### config.mk
export PLATFORM = sky130hd
export DESIGN_NAME = serial_sub
export DESIGN_NICKNAME = d
export VERILOG_FILES = /design/src/rtl/serial_sub_pkg.sv /design/src/rtl/serial_sub_f_sub.sv /design/src/rtl/serial_sub.sv
export SDC_FILE = /design/constraint.sdc
export NUM_CORES = 1
export LEC_CHECK = 0
export CAP_MARGIN = 20
export CORE_ASPECT_RATIO = 0.75
export CORE_MARGIN = 3
export CORE_UTILIZATION = 47
export DETAILED_ROUTE_END_ITERATION = 6
export GPL_ROUTABILITY_DRIVEN = 0
export PLACE_DENSITY = 0.77
export REMOVE_ABC_BUFFERS = 1
export SLEW_MARGIN = 40
export SYNTH_ARGS = -nofsm -noshare
export SYNTH_HDL_FRONTEND = slang
export SYNTH_HIERARCHICAL = 1
export SYNTH_SLANG_ARGS = --single-unit
### constraint.sdc
create_clock -name clk -period 1.5 [get_ports clk]
set_clock_uncertainty 0.05 [all_clocks]
set_input_delay 0.225 -clock clk [delete_from_list [all_inputs] [get_ports clk]]
set_output_delay 0.225 -clock clk [all_outputs]
set_load 0.02 [all_outputs]
### src/rtl/serial_sub_pkg.sv
// serial_sub shared definitions: FSM encoding and default operand width.
// Imported by the bit-serial subtractor datapath and its full-subtractor cell.
package serial_sub_pkg;

  localparam int DEF_WIDTH = 8;

  typedef enum logic [1:0] {
    IDLE  = 2'd0,
    SHIFT = 2'd1,
    DONE  = 2'd2
  } state_t;

  // One full-subtractor step packed as {borrow_out, diff}.
  function automatic logic [1:0] fsub_bit(
    input logic a,
    input logic b,
    input logic br
  );
    logic d;
    logic bo;
    d  = a ^ b ^ br;
    bo = (~a & b) | (~(a ^ b) & br);
    return {bo, d};
  endfunction

endpackage

### src/rtl/serial_sub_f_sub.sv
// f_sub: combinational one-bit full subtractor (a - b - borrowIN).
// The serial datapath instances exactly one of these.
module f_sub
  import serial_sub_pkg::*;
(
  input  logic a,
  input  logic b,
  input  logic borrowIN,
  output logic diff,
  output logic borrowOUT
);

  logic [1:0] w_res;

  assign w_res     = fsub_bit(a, b, borrowIN);
  assign diff      = w_res[0];
  assign borrowOUT = w_res[1];

endmodule

### src/rtl/serial_sub.sv
// serial_sub: bit-serial ripple subtractor, LSB first, one bit per clock.
// start/busy/done handshake; diff and borrowOUT hold until the next DONE.
module serial_sub
  import serial_sub_pkg::*;
#(
  parameter int WIDTH = DEF_WIDTH
) (
  input  logic             clk,
  input  logic             rst_n,
  input  logic             start,
  input  logic [WIDTH-1:0] a,
  input  logic [WIDTH-1:0] b,
  input  logic             borrowIN,
  output logic             busy,
  output logic             done,
  output logic [WIDTH-1:0] diff,
  output logic             borrowOUT
);

  localparam int CW = (WIDTH > 1) ? $clog2(WIDTH) : 1;

  state_t           r_state;
  state_t           w_state_nxt;

  logic [WIDTH-1:0] r_a;
  logic [WIDTH-1:0] r_b;
  logic [WIDTH-2:0] r_res;
  logic [WIDTH-1:0] r_diff;
  logic             r_br;
  logic             r_bout;
  logic [CW-1:0]    r_cnt;

  logic             w_d;
  logic             w_br_nxt;
  logic             w_load;
  logic             w_step;
  logic             w_last;
  logic [WIDTH-1:0] w_res_nxt;

  f_sub u_fsub (
    .a         (r_a[0]),
    .b         (r_b[0]),
    .borrowIN  (r_br),
    .diff      (w_d),
    .borrowOUT (w_br_nxt)
  );

  // Newest bit enters at the MSB; after WIDTH steps this is the full result.
  assign w_res_nxt = {w_d, r_res};
  assign w_last    = (r_cnt == CW'(WIDTH - 1));

  always_comb begin
    w_state_nxt = r_state;
    w_load      = 1'b0;
    w_step      = 1'b0;
    unique case (r_state)
      IDLE: begin
        if (start) begin
          w_load      = 1'b1;
          w_state_nxt = SHIFT;
        end
      end
      SHIFT: begin
        w_step = 1'b1;
        if (w_last) begin
          w_state_nxt = DONE;
        end
      end
      DONE: begin
        if (start) begin
          w_load      = 1'b1;
          w_state_nxt = SHIFT;
        end else begin
          w_state_nxt = IDLE;
        end
      end
      default: begin
        w_state_nxt = IDLE;
      end
    endcase
  end

  always_ff @(posedge clk or negedge rst_n) begin
    if (!rst_n) begin
      r_state <= IDLE;
    end else begin
      r_state <= w_state_nxt;
    end
  end

  always_ff @(posedge clk or negedge rst_n) begin
    if (!rst_n) begin
      r_a    <= '0;
      r_b    <= '0;
      r_res  <= '0;
      r_br   <= 1'b0;
      r_cnt  <= '0;
      r_diff <= '0;
      r_bout <= 1'b0;
    end else if (w_load) begin
      r_a   <= a;
      r_b   <= b;
      r_br  <= borrowIN;
      r_cnt <= '0;
    end else if (w_step) begin
      r_a   <= r_a >> 1;
      r_b   <= r_b >> 1;
      r_br  <= w_br_nxt;
      r_res <= w_res_nxt[WIDTH-1:1];
      r_cnt <= r_cnt + CW'(1);
      // Publish only on entry to DONE so diff never shows partial bits.
      if (w_last) begin
        r_diff <= w_res_nxt;
        r_bout <= w_br_nxt;
      end
    end
  end

  assign busy      = (r_state == SHIFT);
  assign done      = (r_state == DONE);
  assign diff      = r_diff;
  assign borrowOUT = r_bout;

endmodule

==> run_results.csv <==
group,metric,value,unit
outcome,status,"complete, but fails checks",
outcome,violations,"setup timing",
drt,post-route-drc-count,0,
synthesis,synth_cell_type_count,22,
synthesis,synth_adder_area_share,0.0238,
global_routing,grt_antenna_before_repair,0,
floorplanning,core_area,0.00376,mm^2
worst_setup_path,reg2reg_slack,-60,ps
floorplanning,num_rows,19,
pwr,p_clk_frac,0.156,
drt,routed_wirelength,3.60,mm
drt,first_pass_iters,4,
worst_setup_path,timing.setup.critical_path_class,"register to register",
pwr,p_switching,1.57,mW
pwr,power.static_leakage,1.18,nW
drt,vias_per_cell,5.12,
pwr,power.sequential.fraction,0.409,
pwr,irDropWorstVdd,0.973,mV
pwr,power.combinational.fraction,0.435,
worst_setup_path,arr_time_crit_path,1680,ps
place,hpwlAfterDp,2.43,mm
drt,drt_iter0_markers,69,
worst_setup_path,rr_worst_depth,6,
worst_setup_path,critical_path.max_stage_delay,390,ps
floorplanning,dieWidth,79.3,um
job,max_cap_violations,0,
floorplanning,floorplan.die.height,61.0,um
cts,cts_inserted_buffers,5,
timing,worst_slew_pin_slew,480,ps
cts,clock_latency,280,ps
global_routing,grt_first_pass_wirelength,5.92,mm
global_routing,globalRouteOverflowTotal,0,
synthesis,avgSynthCellArea,14.0,um^2
timing,timing.final.max_slew_violations,0,
synthesis,yosys_register_bits,38,
synthesis,syn_inst,135,
synthesis,synth_warnings,6,
final_layout,n_diodes,0,
synthesis,synth_compound_area_frac,0.0218,
place,detailedPlace.worstSlack,-40.3,ps
synthesis,synth_flop_cell,"dfrtp_1",
synthesis,synth-xor-area-share,0.00462,
cts,worst_setup_hold_path_clk_slew,70,ps
pwr,total_power,4.57,mW
timing,tns,-496,ps
timing,setup_viol,9,
synthesis,synth.mux.area_fraction,0.373,
final_layout,layout-drive-gt1-share,0.242,
drt,route.vias.total,1177,
timing,setup_slack,-61.4,ps
floorplanning,design.portCount,31,
worst_setup_path,cp.required,1620,ps
cts,cts.sink_count,38,
timing,hold_viol_final,0,
cts,root_buffer,"clkbuf_8",
worst_hold_path,timing.hold.worst_path_depth,1,
timing,maxSlewHeadroom,0.680,
worst_setup_path,setup.worst_path.end_class,"register",
worst_hold_path,timing.hold.worst.class,"register to register",
place,io_buffers,30,
cts,clock_tree.buffer_depth,2,
pwr,internal-power,2.99,mW
synthesis,synth.cell_area,0.00189,mm^2
timing,period_minus_slack,1560,ps
synthesis,main_combinational_cell_family_by_area_after_synthesis,"multiplexers",
worst_setup_path,cp_cell_sequence,"ha_2, ha_4, nand3b_1, buf_6, buf_12, mux2_4",
synthesis,yosys.area_share.simple,0.0218,
final_layout,flow.area_growth_from_synthesis,27.7,%
timing,final.hold.worst_slack,464,ps
floorplanning,die_area,0.00484,mm^2
pwr,power.share.switching,0.345,
timing,finalCritPeriodShare,1.04,
drt,avgRoutedWirePerCell,15.7,um
timing,rsz0062_at_grt,"yes",
worst_setup_path,crit_slowest_cell,"dfrtp_1",
worst_setup_path,worst-path-max-fanout,5,
global_routing,maximum_number_of_pins_on_one_net_before_global_route_repair,39,
worst_hold_path,hold_path_end,"diff[3]",
synthesis,synth_enable_flop_cells,0,
worst_setup_path,regToRegEndpoint,"diff[5]",
synthesis,yosysSeqAreaShare,0.502,
global_routing,via_count_of_the_first_global_routing_pass,1230,
cts,clock_tree_from_tritoncts,"built",
final_layout,final_cell_mix,"mux2i_1 (47), dfrtp_1 (38), clkdlybuf4s50_1 (18)",
cts,h-tree-depth,2,
pwr,power-per-cell-area,1890,mW/mm^2
global_routing,groute.usage.overall,0.164,
drt,detail-route-antenna-nets,0,
worst_hold_path,timing.hold.worst.start,"diff[3]",
final_layout,layout.cells.most_common,"mux2i_1",
worst_setup_path,r2r-start,"r_cnt[0]",
worst_setup_path,cp_startpoint_kind,"register",
final_layout,final_nets,200,
floorplanning,initial_core_util,0.504,
synthesis,async_reset_ff_frac,1.00,
timing,maxClockFrequency,640,MHz
metrics by stage:
stage | instance area [um^2] | util | std cells
after floorplan | 1820 | - | 126
after global placement | 2280 | 0.608 | 219
after detailed placement | 2280 | 0.608 | 219
after CTS | 2430 | 0.646 | 230
after global routing | 2420 | 0.644 | 230
final | 2420 | 0.644 | 230
power by group through the flow:
stage | Combinational (mW) | Sequential [mW] | Clock, mW
global placement | 1.95 | 1.83 | 0
detailed placement | 2.05 | 1.88 | 0
CTS | 2.01 | 1.86 | 0.730
finish | 1.99 | 1.87 | 0.711
floorplan | 1.09 | 2.04 | 0
global route | 2.18 | 1.93 | 0.767
state kept, by name (all words and copies together) (netlist names):
signal and flops:
borrowOUT 1, diff 8, r_a 8, r_b 8, r_br 1, r_cnt 3
r_res 7, r_state 2
cell usage after synthesis (2+ instances only):
| master | count | share of area |
|---|---|---|
| dfrtp_1 | 38 | 0.50 |
| buf_4 | 2 | 0.0079 |
| o21ai_0 | 2 | 0.0053 |
| buf_6 | 2 | 0.012 |
| inv_1 | 6 | 0.012 |
| a22o_1 | 2 | 0.0092 |
| mux2i_1 | 47 | 0.25 |
| nand3_1 | 2 | 0.0053 |
| mux2_2 | 9 | 0.054 |
| ha_1 | 2 | 0.013 |
| mux2_4 | 9 | 0.071 |
| buf_2 | 4 | 0.011 |
area by class of cell:
type / instances / area [um^2]
flip-flops and latches: 38 / 951
clock inverters: 1 / 5.00
well taps: 52 / 65.1
fillers: 296 / 1340
clock buffers: 7 / 86.3
inverters: 6 / 22.5
multi-input cells: 82 / 858
repair buffers: 44 / 430
how the worst max path moves through the flow:
stage | startpoint | slack [ps] | end | cells after the start
detailed placement | r_cnt[0] | -40 | diff[6] | 5
finish | r_cnt[0] | -60 | diff[5] | 6
global route | r_cnt[0] | -90 | diff[4] | 6
global placement | r_cnt[0] | 3 | diff[5] | 5
CTS | r_cnt[0] | -50 | diff[6] | 6
floorplan | r_state[0] | -580 | borrowOUT | 2
cell families (layout without fill, tap and decap cells):
group | Yosys count | count (layout)
xor+xnor | 1 | 1
simple gates | 7 | 7
fa+ha+maj | 3 | 3
buf+inv | 15 | 58
mux | 65 | 65
flops | 38 | 38
compound gates | 6 | 6
metal layers:
layer / up-vias / global-route usage / share of wire
met1: 592 / 0.214 / 0.44
li1: 561 / - / -
met5: - / 0 / 0
met4: 0 / 0.0637 / 0.012
met3: 6 / 0.0312 / 0.025
met2: 18 / 0.276 / 0.52
repair_timing:
action	4_1_cts	5_1_grt
hold endpoints to repair	38	0
hold buffers	1	0
cloned	1	0
gates resized for setup	17	3
buffers inserted	1	0
endpoints found under the setup margin	20	11
worst max-delay path, delay by kind of cell (launching register included):
family	cells	cell delay, ps
adders and majority gates	2	360
buffers and inverters	2	250
DFF	1	390
muxes	1	300
and+or+nand+nor	1	90
(Power assumes the default switching activity.)
